File: src/rtl/receptor_display_spi.sv
// receptor_display_spi: SPI-slave model of the OLED display link.
// Oversamples io_sclk/io_sdin/io_cs/io_dc/io_reset in the clk domain, builds
// MSB-first bytes, tags each byte as command (dc=0) or data (dc=1) and gives
// each data byte its index within a frame.
//
// Pipeline from a raw io_sclk rise to rx_valid is four clk edges:
// sync flop 1, sync flop 2, registered rise detect, output register.
//
// Handshake: rx_valid, frame_done and frame_err are single-cycle pulses with
// no back-pressure. rx_byte/rx_dc/data_addr are valid in the rx_valid cycle
// and hold their values until the next byte or rst_n.
module receptor_display_spi #(
  parameter int FRAME_BYTES = 1024,
  parameter int ADDR_W      = 10
) (
  input  logic              clk,
  input  logic              rst_n,
  input  logic              io_sclk,
  input  logic              io_sdin,
  input  logic              io_cs,
  input  logic              io_dc,
  input  logic              io_reset,
  output logic [7:0]        rx_byte,
  output logic              rx_dc,
  output logic              rx_valid,
  output logic [ADDR_W-1:0] data_addr,
  output logic              frame_done,
  output logic              frame_err
);

  localparam logic [ADDR_W-1:0] LAST_ADDR = ADDR_W'(FRAME_BYTES - 1);

  typedef enum logic {IDLE = 1'b0, RECV = 1'b1} state_t;

  state_t state_q, state_d;

  logic [1:0] sclk_sync, sdin_sync, cs_sync, dc_sync, rst_sync;
  logic       sclk_s, sdin_s, cs_s, dc_s, disp_rst_n_s;
  logic       sclk_d, rise_r, bit_r, dc_r;
  logic [2:0] bit_cnt;
  logic [7:0] sr;
  logic [7:0] sr_next;
  logic [ADDR_W-1:0] addr_cnt;
  logic       take_bit, err_set;

  assign sclk_s       = sclk_sync[1];
  assign sdin_s       = sdin_sync[1];
  assign cs_s         = cs_sync[1];
  assign dc_s         = dc_sync[1];
  assign disp_rst_n_s = rst_sync[1];
  assign sr_next      = {sr[6:0], bit_r};

  // Two-flop synchronizers; reset to the link's idle levels.
  always_ff @(posedge clk or negedge rst_n) begin
    if (!rst_n) begin
      sclk_sync <= 2'b00;
      sdin_sync <= 2'b00;
      cs_sync   <= 2'b11;
      dc_sync   <= 2'b00;
      rst_sync  <= 2'b11;
    end else begin
      sclk_sync <= {sclk_sync[0], io_sclk};
      sdin_sync <= {sdin_sync[0], io_sdin};
      cs_sync   <= {cs_sync[0], io_cs};
      dc_sync   <= {dc_sync[0], io_dc};
      rst_sync  <= {rst_sync[0], io_reset};
    end
  end

  // Registered rise detect; sdin/dc are captured alongside so they stay aligned.
  always_ff @(posedge clk or negedge rst_n) begin
    if (!rst_n) begin
      sclk_d <= 1'b0;
      rise_r <= 1'b0;
      bit_r  <= 1'b0;
      dc_r   <= 1'b0;
    end else begin
      sclk_d <= sclk_s;
      rise_r <= sclk_s & ~sclk_d;
      if (sclk_s & ~sclk_d) begin
        bit_r <= sdin_s;
        dc_r  <= dc_s;
      end
    end
  end

  // FSM state register.
  always_ff @(posedge clk or negedge rst_n) begin
    if (!rst_n) state_q <= IDLE;
    else        state_q <= state_d;
  end

  // Next state and per-cycle control: display reset wins, then cs, then sclk.
  always_comb begin
    state_d  = state_q;
    take_bit = 1'b0;
    err_set  = 1'b0;
    case (state_q)
      IDLE: begin
        if (disp_rst_n_s && !cs_s) state_d = RECV;
      end
      RECV: begin
        if (!disp_rst_n_s) begin
          state_d = IDLE;
        end else if (cs_s) begin
          state_d = IDLE;
          err_set = (bit_cnt != 3'd0);
        end else begin
          take_bit = rise_r;
        end
      end
      default: state_d = IDLE;
    endcase
  end

  // Shift register, bit counter, frame address and output registers.
  always_ff @(posedge clk or negedge rst_n) begin
    if (!rst_n) begin
      bit_cnt    <= 3'd0;
      sr         <= 8'h00;
      addr_cnt   <= '0;
      rx_byte    <= 8'h00;
      rx_dc      <= 1'b0;
      rx_valid   <= 1'b0;
      data_addr  <= '0;
      frame_done <= 1'b0;
      frame_err  <= 1'b0;
    end else begin
      rx_valid   <= 1'b0;
      frame_done <= 1'b0;
      frame_err  <= err_set;
      if (!disp_rst_n_s) begin
        bit_cnt  <= 3'd0;
        addr_cnt <= '0;
      end else if (state_q == IDLE) begin
        bit_cnt <= 3'd0;
      end else if (err_set) begin
        bit_cnt <= 3'd0;
      end else if (take_bit) begin
        sr      <= sr_next;
        bit_cnt <= bit_cnt + 3'd1;
        if (bit_cnt == 3'd7) begin
          rx_byte  <= sr_next;
          rx_dc    <= dc_r;
          rx_valid <= 1'b1;
          if (dc_r) begin
            data_addr <= addr_cnt;
            if (addr_cnt == LAST_ADDR) begin
              frame_done <= 1'b1;
              addr_cnt   <= '0;
            end else begin
              addr_cnt <= addr_cnt + 1'b1;
            end
          end else begin
            data_addr <= '0;
          end
        end
      end
    end
  end

endmodule

File: config.mk
export PLATFORM = sky130hd
export DESIGN_NAME = receptor_display_spi
export DESIGN_NICKNAME = d
export VERILOG_FILES = /design/src/rtl/receptor_display_spi.sv
export SDC_FILE = /design/constraint.sdc
export NUM_CORES = 1
export LEC_CHECK = 0
export ABC_AREA = 1
export BUFFER_PORTS_ARGS = -buffer_cell sky130_fd_sc_hd__buf_2
export CORE_UTILIZATION = 51
export CTS_CLUSTER_SIZE = 40
export DETAILED_ROUTE_END_ITERATION = 12
export GPL_TIMING_DRIVEN = 1
export PLACE_DENSITY = 0.76
export REMOVE_ABC_BUFFERS = 1
export SYNTH_ARGS = -nofsm -noshare
export SYNTH_HDL_FRONTEND = slang
export SYNTH_SLANG_ARGS = --single-unit
File: constraint.sdc
create_clock -name clk -period 1.35 [get_ports clk]
set_input_delay 0.27 -clock clk [delete_from_list [all_inputs] [get_ports clk]]
set_output_delay 0.27 -clock clk [all_outputs]
set_load 0.1 [all_outputs]
* Word level (Yosys, flattened, before mapping) *
Index checks and enable logic that the tools add are counted.
W data, S select, Z words.

word-level totals
  register bits after elaboration = 57
  latch bits = 0
  RAM bits = 0
  ROM bits = 0
  word-level logic and storage cells = 73
  memories = 0

cells by class
  add/subtract/negate cells = 2
  multipliers = 0
  divide/modulo/power cells = 0
  magnitude comparators = 0
  equality and inequality tests = 8
  shift-type cells = 0
  muxes and demuxes = 34
  bitwise logic cells = 4
  reductions and logical operators = 6

operators by type and width
  operator                 number
  $mux W10                 8
  $mux W1                  21
  $mux W3                  4
  $add A10 B1 Y10 const B  1
  $eq A10 B10 Y1 const B   1
  $reduce_and A5 Y1        2
  $ne A2 B1 Y1 const B     3
  $ne A2 B2 Y1 const B     2
  $ne A4 B2 Y1 const B     1
  $reduce_and A4 Y1        1
  $add A3 B1 Y3 const B    1
  $eq A3 B3 Y1 const B     1
  $not A1 Y1               3
  $reduce_bool A3 Y1       1
  $pmux W1 S2              1
  $and A1 B1 Y1            1
  $logic_and A1 B1 Y1      1
  $logic_not A1 Y1         1

* Longest topological paths before layout *
Gate-level depths: netlist (run 1).

  word-level depth = 8
  gate-level depth with buffers = 10
  depth with buffers taken out = 10

* Worst setup path after synthesis (run 1) *
OpenSTA, ideal clock, no wires.

  path type = register -> register
  start point = reg bit_cnt[0]
  end point = reg data_addr[3]
  setup time = 123 ps
  data arrival time = 1278 ps
  slack = -50 ps
  cell stages (with the launch flop) = 8
  buffers on the path = 0
  period minus slack after synthesis = 1400 ps
  cells stage by stage = dfrtp_1 -> ha_1 -> ha_1 -> nand2_1 -> inv_1 -> nand3_4 -> inv_1 -> a22o_2

between the ends
  word-level cells in the longest chain between the ends = 6
  elaborated cells between the ends (all ways) = 7
  those cells by class = eq/ne (1); mux (3); bitwise (1); reduce/logical (2)

RTL lines
  element                        line  source
  from (decl)                    40    logic [2:0] bit_cnt;
  from (signal assigned)         141   bit_cnt <= bit_cnt + 3'd1;
  $reduce_bool A3 Y1             107   err_set = (bit_cnt != 3'd0);
  $mux W1                        105   end else if (cs_s) begin
  $mux W1                        103   if (!disp_rst_n_s) begin
  $mux W1                        98    case (state_q)
  $not A1 Y1 (no line)           --
  $reduce_and A5 Y1 (no line) *  --
  to (signal assigned)           147   data_addr <= addr_cnt;
  to (decl)                      26    output logic [ADDR_W-1:0] data_addr,

Every way passes the cells marked *; elsewhere a longest branch is shown, timed or not.
A chain may end at the register's enable or synchronous reset.

* Worst setup path in the final report (run 1) *
  start point = reg bit_cnt[1]
  end point = reg addr_cnt[8]

between the ends
  word-level cells in the longest chain between the ends = 6
  elaborated cells between the ends (all ways) = 8
  those cells by class = eq/ne (3); mux (3); reduce/logical (2)

RTL lines
  element                        line  source
  $reduce_bool A3 Y1             107
  $mux W1                        105
  $mux W1                        103
  $mux W1                        98
  $ne A2 B2 Y1 (no line)         --
  $reduce_and A5 Y1 (no line) *  --
  to (signal assigned)           152   addr_cnt <= addr_cnt + 1'b1;
  to (decl)                      43    logic [ADDR_W-1:0] addr_cnt;

Marked as above.

==> results of run 1 <==
[critical path, stage by stage, from the launching register on]
cell	delay, ps
dfrtp_1	360
ha_2	200
ha_4	140
nand2_2	50
inv_2	70
nand3_4	150
nand2_2	180
nand3_1	110
a21oi_1	150
[sequential cells by signal, summed over array words and instances, names as in the netlist]
name and count:
addr_cnt 10, data_addr 10, rx_byte 8, sr 7, bit_cnt 3, cs_sync 2
dc_sync 2, rst_sync 2, sclk_sync 2, sdin_sync 2, bit_r 1, dc_r 1
frame_done 1, frame_err 1, rise_r 1, rx_dc 1, rx_valid 1, sclk_d 1
state_q 1
[logic make-up after synthesis]
kind of cell / count (synthesis)
compound gates: 35
xor+xnor: 2
fa+ha+maj: 4
buf+inv: 39
flops: 57
simple gates: 100
[Yosys cell counts, types with 2 or more instances]
master   instances  share of area
inv_1           31          0.050
o21ai_1          2         0.0043
xor2_1           2         0.0075
o21ai_0         22          0.047
dfrtp_1         53           0.57
nand3_1          8          0.017
inv_2            2         0.0032
nand4_1          3         0.0080
dfstp_2          4          0.045
nor2_4           2         0.0096
ha_1             4          0.021
nand2_2          3         0.0080
nor3_1           3         0.0064
o21ai_2          7          0.026
a22o_1           2         0.0075
buf_6            2         0.0096
nand2_1         68           0.11
nor2_1           8          0.013
buf_2            2         0.0043
nand2_4          2         0.0096
[cell type report]
cell class / count / area [sq um]
Timing Repair Buffer: 51 / 654
Sequential cell: 57 / 1430
Inverter: 34 / 140
Fill cell: 248 / 991
Multi-Input combinational cell: 143 / 915
Clock buffer: 10 / 128
Tap cell: 52 / 65.1
Clock inverter: 6 / 60.1
[placed cells by master, fill, tap and decap left out, types with 4 or more instances in the layout]
cell / netlist / layout
buf_12: 0 / 22
buf_2: 2 / 7
buf_4: 1 / 18
clkbuf_8: 0 / 9
dfrtp_1: 53 / 53
dfstp_2: 4 / 4
inv_1: 31 / 27
nand2_1: 68 / 54
nand2_2: 3 / 10
nand2_4: 2 / 10
nand3_1: 8 / 5
nor2_1: 8 / 8
o21ai_0: 22 / 12
o21ai_1: 2 / 7
o21ai_2: 7 / 11
[power breakdown]
group / total (mW) / switching (mW) / internal [mW]
combinational: 0.119 / 0.0820 / 0.0368
clock: 1.50 / 0.657 / 0.841
sequential: 1.77 / 0.0200 / 1.75
[repair_timing]
action / in CTS / in global routing
hold endpoints to repair: 6 / 0
gates cloned: 3 / 0
setup buffers: 1 / 0
setup endpoints to repair: 30 / 32
hold buffers: 1 / 0
resized for setup: 32 / 29
pin swaps: 9 / 5
[how the worst max path moves through the flow]
stage | start | end | slack, ps
floorplan | bit_cnt[0]$_DFFE_PN0P_ | data_addr[3]$_DFFE_PN0P_ | -110
global placement | bit_cnt[0]$_DFFE_PN0P_ | data_addr[3]$_DFFE_PN0P_ | -110
detailed placement | bit_cnt[0]$_DFFE_PN0P_ | addr_cnt[7]$_DFFE_PN0P_ | -190
CTS | bit_cnt[1]$_DFFE_PN0P_ | data_addr[3]$_DFFE_PN0P_ | -60
global route | bit_cnt[1]$_DFFE_PN0P_ | addr_cnt[5]$_DFFE_PN0P_ | -180
finish | bit_cnt[1]$_DFFE_PN0P_ | addr_cnt[8]$_DFFE_PN0P_ | -160
[stage by stage]
stage / hold slack [ps] / setup slack, ps / instances / util / cell area [sq um]
floorplan: -25.6 / -113 / 232 / - / 2300
global placement: 151 / -110 / 332 / 0.680 / 2980
detailed placement: 152 / -187 / 332 / 0.680 / 2980
CTS: 17.9 / -55.6 / 353 / 0.750 / 3290
global route: 22.4 / -177 / 353 / 0.774 / 3390
finish: 33.9 / -158 / 353 / 0.774 / 3390
[per-layer routing]
| layer | global-route usage | vias up | share of wire |
|---|---|---|---|
| li1 | - | 865 | - |
| met1 | 0.298 | 895 | 0.42 |
| met2 | 0.364 | 65 | 0.49 |
| met3 | 0.0465 | 16 | 0.057 |
| met4 | 0.140 | 0 | 0.029 |
| met5 | 0 | - | 0 |
==> flow_summary.json, run 1 <==
{
  "hold_path_end": "cs_sync[0]$_DFF_PN1_",
  "drc": 0,
  "final_nets": 307,
  "cellLeakagePower_nw": 1.64,
  "finalMaxSlewViolations": 0,
  "regToRegSetupSlack_ps": -160,
  "hp-start": "io_cs",
  "dieArea_sq_um": 4860,
  "final.setup.tns_ps": -1150,
  "antenna_cells": 0,
  "grt_start_max_net_pins": 25,
  "muxShareOfSynthArea": 0,
  "vias_per_cell": 5.22,
  "synth.distinct_cells": 27,
  "ctsLongestPathBuffers": 2,
  "hold_path_depth": 1,
  "p_per_area_nw_per_um2": 998,
  "synthAdderAreaFrac": 0.0214,
  "hold_viol_final": 0,
  "power.total_mw": 3.39,
  "cp.arrival_ps": 1760,
  "synthArstFlopShare": 1.00,
  "relSlewSlack": 0.794,
  "finalClockSkew_ps": 6.05,
  "critPathLaunchType": "register",
  "hold_class": "in -> reg",
  "ant_nets": 0,
  "cts_htree_levels": 3,
  "via_count": 1841,
  "routed_wl_um": 4960,
  "wl_per_cell_um": 14.0,
  "finalCritPeriodShare": 1.12,
  "gp_congestion": 0.903,
  "end_kind": "register",
  "synth_compound_area_frac": 0.0914,
  "rr_worst_depth": 8,
  "synth_top_family_by_area": "simple AND/OR/NAND/NOR gates",
  "grt_pass1_vias": 1812,
  "grt_use_total": 0.232,
  "tightest_slew_ps": 309,
  "ys_warn_count": 0,
  "violations": "setup timing",
  "clock-sinks": 57,
  "cts_root_buffer": "clkbuf_8",
  "max_freq_ghz": 0.663,
  "syn-cell-area_sq_um": 2340,
  "hpwl_um": 3080,
  "initial_core_util": 0.534,
  "dr.pass1.iters": 4,
  "status": "finished with violations",
  "peakVddDrop_v": 0.000824,
  "ios": 29,
  "synthXorXnorAreaFrac": 0.00749,
  "die_y_um": 69.7,
  "maxCapViolCount": 0,
  "grt_setup_unrepaired": "yes",
  "tritoncts": "built",
  "drt-initial-drc-count": 126,
  "fin_ws_ps": -158,
  "die_w_um": 69.7,
  "ys.flop_type": "dfrtp_1",
  "num_rows": 24,
  "syn2layout_area_growth_pct": 45.0,
  "synth-seq-area-share": 0.612,
  "portBuffers": 28,
  "drive_above_1_share": 0.402,
  "clk_latency_ps": 330,
  "cts.reportedPaths.clkPinSlew_ps": 60,
  "grt_remaining_overflow": 0,
  "synth-seq-cells": 57,
  "critPathRequiredTime_ps": 1600,
  "synthSimpleGateAreaFrac": 0.195,
  "grt_pass1_wl_um": 8480,
  "r2r-start": "bit_cnt[1]$_DFFE_PN0P_",
  "setup_violations": 26,
  "cts_inserted_buffers": 9,
  "crit_path_max_fanout": 6,
  "fin_crit_ps": 1510,
  "critPathKind": "reg -> reg",
  "coreArea_sq_um": 4380,
  "synth_area_per_cell_sq_um": 9.87,
  "reg2reg_to": "addr_cnt[8]$_DFFE_PN0P_",
  "synth_edf_count": 0,
  "synthesis.instances": 237,
  "antenna_found_initial": 0
}
No activity file was read; power rests on OpenSTA's default activity.
==> run 2: changes to the inputs <==
--- a/config.mk
+++ b/config.mk
@@ -13,6 +13,7 @@
 export GPL_TIMING_DRIVEN = 1
 export PLACE_DENSITY = 0.76
 export REMOVE_ABC_BUFFERS = 1
+export SKIP_CTS_REPAIR_TIMING = 1
 export SYNTH_ARGS = -nofsm -noshare
 export SYNTH_HDL_FRONTEND = slang
 export SYNTH_SLANG_ARGS = --single-unit
==> run 2 against run 1 <==
The run still ends with setup timing left. Flip-flop and latch count did not move. Combinational power barely moved. Non-clock buffer count rose by 3. Die area did not move. Register-to-register slack got worse by 30 ps. Sequential share of layout area rose by 0.42 points.
==> flow_summary.json, run 2 (same netlist as run 1, synthesis figures left out) <==
{
  "status": "finished with violations",
  "drc": 0,
  "clock-sinks": 57,
  "hold_class": "in -> reg",
  "antenna_found_initial": 0,
  "r2r-start": "bit_cnt[1]$_DFFE_PN0P_",
  "grt_setup_unrepaired": "yes",
  "syn2layout_area_growth_pct": 43.6,
  "grt_pass1_vias": 1665,
  "setup_violations": 24,
  "routed_wl_um": 5000,
  "finish.utilization": 0.766,
  "cts_inserted_buffers": 9,
  "critPathRequiredTime_ps": 1580,
  "wl_per_cell_um": 14.1,
  "ant_nets": 0,
  "cpPeakStageDelay_ps": 370,
  "fin_hold_ws_ps": 30.5,
  "fin_cells": 356,
  "end_kind": "register",
  "portBuffers": 28,
  "dieArea_sq_um": 4860,
  "max_freq_ghz": 0.648,
  "fin_crit_ps": 1540,
  "drt-initial-drc-count": 79,
  "cellLeakagePower_nw": 1.62,
  "layout_common_cells": "nand2_1 (60), dfrtp_1 (53), inv_1 (27), buf_12 (23), buf_4 (20)",
  "grt_pass1_wl_um": 7560,
  "violations": "setup timing",
  "dp.cells": 332,
  "power.total_mw": 3.41,
  "drive_above_1_share": 0.368,
  "hpwl_um": 3080,
  "cp.arrival_ps": 1770,
  "coreArea_sq_um": 4380,
  "dp_slack_ps": -187,
  "critPathLaunchType": "register",
  "finalCritPeriodShare": 1.14,
  "maxCapViolCount": 0,
  "ctsLongestPathBuffers": 2,
  "initial_core_util": 0.534,
  "cts.reportedPaths.clkPinSlew_ps": 60,
  "tightest_slew_ps": 295,
  "gp_congestion": 0.903,
  "grt_start_max_net_pins": 25,
  "num_rows": 24,
  "routed.top_layer": "met4",
  "grt_use_total": 0.205,
  "dr.pass1.iters": 5,
  "fin_ws_ps": -192,
  "final_nets": 310,
  "die_w_um": 69.7,
  "peakVddDrop_v": 0.000846,
  "hold_viol_final": 0,
  "ios": 29,
  "cts_root_buffer": "clkbuf_8",
  "vias_per_cell": 5.12,
  "dr_wl_met2_um": 2530,
  "biggestRegsByFlops": "addr_cnt x10, data_addr x10, rx_byte x8",
  "relSlewSlack": 0.803,
  "crit_path_start": "bit_cnt[1]$_DFFE_PN0P_",
  "wl_met3_um": 229,
  "cts_htree_levels": 3,
  "final_common_cell": "nand2_1",
  "antenna_cells": 0,
  "finalMaxSlewViolations": 0,
  "critPathKind": "reg -> reg",
  "grt_remaining_overflow": 0,
  "via_count": 1824,
  "cp_slowest_cell": "dfrtp_1",
  "die_y_um": 69.7,
  "wl_met1_um": 2130,
  "finalClockSkew_ps": 7.61,
  "clk_latency_ps": 340,
  "crit_chain": "ha_2 > ha_4 > nand2_2 > inv_2 > nand3_4 > buf_4 > nand2_8 > nand3_1 > nand2_1 > nor2_1",
  "crit_path_max_fanout": 5,
  "tritoncts": "built",
  "hp-start": "io_cs",
  "p_per_area_nw_per_um2": 1010
}
## run 2: cell types whose count changed in the layout (fill, tap and decap cells not counted), sizes merged
| cell | previous run | this run |
|---|---|---|
| inv | 34 | 33 |
| clkinvlp | 2 | 3 |
| buf | 50 | 51 |
| clkbuf | 10 | 12 |
## run 2: worst max-delay path: cells and delay by family, from the launching register on
family / cells / cell delay [ps]
and+or+nand+nor: 6 / 470
DFF: 1 / 370
adders and majority gates: 2 / 360
buffers and inverters: 2 / 240
## run 2: area by class of cell
class                   instances  area (sq um)
flip-flops and latches         57          1430
fillers                       256          1020
multi-input cells             143           846
repair buffers                 54           688
inverters                      34           141
clock buffers                  10           128
well taps                      52          65.1
clock inverters                 6          60.1
## run 2: metrics by stage
step | instance area [sq um] | setup TNS [ps]
6_report | 3360 | -1930
5_1_grt | 3360 | -3230
4_1_cts | 3170 | -2860
3_5_place_dp | 2980 | -2360
3_3_place_gp | 2980 | -1120
2_1_floorplan | 2300 | -1050
## run 2: where the power goes
group          internal [mW]  leakage, nW  total, mW  switching [mW]
Clock                  0.841       0.0920       1.51           0.674
Combinational         0.0399        0.772      0.121          0.0810
Sequential              1.75        0.760       1.77          0.0226
## run 2: routing by layer
layer  up-vias  track usage
met4         0        0.127
met3        10       0.0451
met2        43        0.304
met1       897        0.277
li1        874            -
met5         -            0
## run 2: final timing paths
check	end	depth (start not counted)	slack, ps
worst min-delay path	cs_sync[0]$_DFF_PN1_	1	30
max in group asynchronous	data_addr[6]$_DFFE_PN0P_	3	430
min in group asynchronous	dc_sync[0]$_DFF_PN0_	2	340
worst min register to register	rst_sync[1]$_DFF_PN1_	0	360
worst max register to register	addr_cnt[5]$_DFFE_PN0P_	10	-190
worst max-delay path	addr_cnt[5]$_DFFE_PN0P_	10	-190
==> run 3: changes to the inputs <==
--- a/config.mk
+++ b/config.mk
@@ -12,7 +12,6 @@
 export DETAILED_ROUTE_END_ITERATION = 12
 export GPL_TIMING_DRIVEN = 1
 export PLACE_DENSITY = 0.76
-export REMOVE_ABC_BUFFERS = 1
 export SKIP_CTS_REPAIR_TIMING = 1
 export SYNTH_ARGS = -nofsm -noshare
 export SYNTH_HDL_FRONTEND = slang
==> run 3 against run 2 <==
The flow still finishes with violations (setup timing). Fmax up 4.6%. Critical path depth down 3. Cell count down 2.5%. Design area down 5.0%. Die area unchanged. Worst setup slack better by 68 ps. Sequential power about the same. Clock power down 9%. Via count down 2.7%.
==> flow_summary.json, run 3 (same netlist as run 1, synthesis figures left out) <==
{
  "status": "finished with violations",
  "violations": "setup timing",
  "final_nets": 301,
  "multiInputGateArea_sq_um": 855,
  "grt_setup_unrepaired": "yes",
  "ios": 29,
  "cts_inserted_buffers": 9,
  "routed_wl_um": 4720,
  "hold_viol_final": 0,
  "ant_nets": 0,
  "critPathRequiredTime_ps": 1560,
  "peakVddDrop_v": 0.000808,
  "met2_usage": 0.298,
  "grt_pass1_vias": 1667,
  "finalMaxSlewViolations": 0,
  "regArea_sq_um": 1430,
  "layout_common_cells": "nand2_1 (62), dfrtp_1 (53), inv_1 (27), o21ai_2 (14), buf_12 (14)",
  "crit_path_max_fanout": 5,
  "hp-start": "io_reset",
  "ctsLongestPathBuffers": 2,
  "grt_remaining_overflow": 0,
  "die_y_um": 69.7,
  "hold_class": "in -> reg",
  "dp_slack_ps": -90.8,
  "hpwl_um": 2980,
  "power.total_mw": 3.26,
  "hold_path_end": "rst_sync[0]$_DFF_PN1_",
  "dr.pass1.iters": 4,
  "clk_latency_ps": 330,
  "initial_core_util": 0.534,
  "wl_per_cell_um": 13.6,
  "end_kind": "register",
  "cts_htree_levels": 3,
  "coreArea_sq_um": 4380,
  "clock-sinks": 57,
  "drive_above_1_share": 0.363,
  "grtUsageMet3": 0.0523,
  "critPathKind": "reg -> reg",
  "critPathLaunchType": "register",
  "met1_usage": 0.258,
  "fin_crit_ps": 1470,
  "p_per_area_nw_per_um2": 1020,
  "die_w_um": 69.7,
  "via_count": 1775,
  "dieArea_sq_um": 4860,
  "cp.arrival_ps": 1680,
  "grt-busiest-layer": "met2",
  "antenna_found_initial": 0,
  "fin_ws_ps": -124,
  "antenna_cells": 0,
  "drt-initial-drc-count": 136,
  "reg2reg_to": "data_addr[3]$_DFFE_PN0P_",
  "r2r-start": "bit_cnt[1]$_DFFE_PN0P_",
  "fill_cells": 313,
  "drc": 0,
  "finalCritPeriodShare": 1.09,
  "syn2layout_area_growth_pct": 36.4,
  "cts_root_buffer": "clkbuf_8",
  "vias_per_cell": 5.12,
  "hold_path_depth": 1,
  "final_common_cell": "nand2_1",
  "synthesis.nets": 248,
  "relSlewSlack": 0.800,
  "tightest_slew_ps": 302,
  "max_freq_ghz": 0.679,
  "cellLeakagePower_nw": 1.57,
  "grt_pass1_wl_um": 7290,
  "tritoncts": "built",
  "maxCapViolCount": 0,
  "portBuffers": 28,
  "cts.reportedPaths.clkPinSlew_ps": 60,
  "gp_congestion": 0.868,
  "setup_violations": 21,
  "finalClockSkew_ps": 7.68,
  "regToRegSetupSlack_ps": -120,
  "grt_use_total": 0.196,
  "rr_worst_depth": 7,
  "num_rows": 24,
  "biggestRegsByFlops": "addr_cnt x10, data_addr x10, rx_byte x8",
  "grt_start_max_net_pins": 41
}
[run 3: cell types whose count changed in the layout (fill, tap and decap cells not counted), moves of 2 or more]
| cell | change |
|---|---|
| buf_4 | -10 |
| buf_12 | -9 |
| clkbuf_4 | +8 |
| o21ai_0 | -5 |
| o21ai_2 | +5 |
| buf_6 | +3 |
| clkinvlp_4 | -3 |
| nand2_4 | -3 |
| clkbuf_8 | +2 |
| nand2_1 | +2 |
[run 3: final cells by class]
class | count | share of cell area
Timing Repair Buffer | 46 | 0.165
Tap cell | 52 | 0.0204
Inverter | 34 | 0.0439
Clock inverter | 3 | 0.00470
Sequential cell | 57 | 0.448
Clock buffer | 13 | 0.0498
Multi-Input combinational cell | 142 | 0.268
[run 3: per-stage QoR]
stage | util | hold slack [ps] | instance area (sq um) | cells | TNS [ps]
6_report | 0.728 | 43.0 | 3190 | 347 | -1280
5_1_grt | 0.728 | 24.7 | 3190 | 347 | -2850
4_1_cts | 0.688 | -80.2 | 3020 | 344 | -1530
3_5_place_dp | 0.648 | 270 | 2840 | 328 | -879
3_3_place_gp | 0.648 | 269 | 2840 | 328 | -324
2_1_floorplan | - | -25.6 | 2360 | 237 | -50.6
[run 3: how the worst max path moves through the flow]
stage / cells past startpoint / slack [ps] / startpoint / to
final: 7 / -120 / bit_cnt[1]$_DFFE_PN0P_ / data_addr[3]$_DFFE_PN0P_
after global routing: 9 / -190 / bit_cnt[0]$_DFFE_PN0P_ / addr_cnt[5]$_DFFE_PN0P_
after CTS: 9 / -120 / bit_cnt[0]$_DFFE_PN0P_ / addr_cnt[0]$_DFFE_PN0P_
after detailed placement: 9 / -90 / bit_cnt[0]$_DFFE_PN0P_ / addr_cnt[0]$_DFFE_PN0P_
after global placement: 7 / -40 / bit_cnt[0]$_DFFE_PN0P_ / data_addr[3]$_DFFE_PN0P_
after floorplan: 7 / -10 / bit_cnt[0]$_DFFE_PN0P_ / data_addr[3]$_DFFE_PN0P_
[run 3: power breakdown]
part / leakage [nW] / internal (mW) / total, mW / switching [mW]
clock: 0.0932 / 0.757 / 1.37 / 0.613
combinational: 0.714 / 0.0376 / 0.121 / 0.0831
sequential: 0.760 / 1.75 / 1.77 / 0.0198
[run 3: metal layers]
layer  up-vias  part of all wire
met5         -                 0
met4         0             0.025
met3        12             0.040
met2        53              0.50
met1       859              0.44
li1        851                 -
[run 3: worst max-delay path: stages (launching register included)]
cell and delay (ps):
dfrtp_1 400, ha_2 210, ha_4 160, nand2_2 70, inv_2 50, nand3_4 160
inv_4 80, a22o_2 240
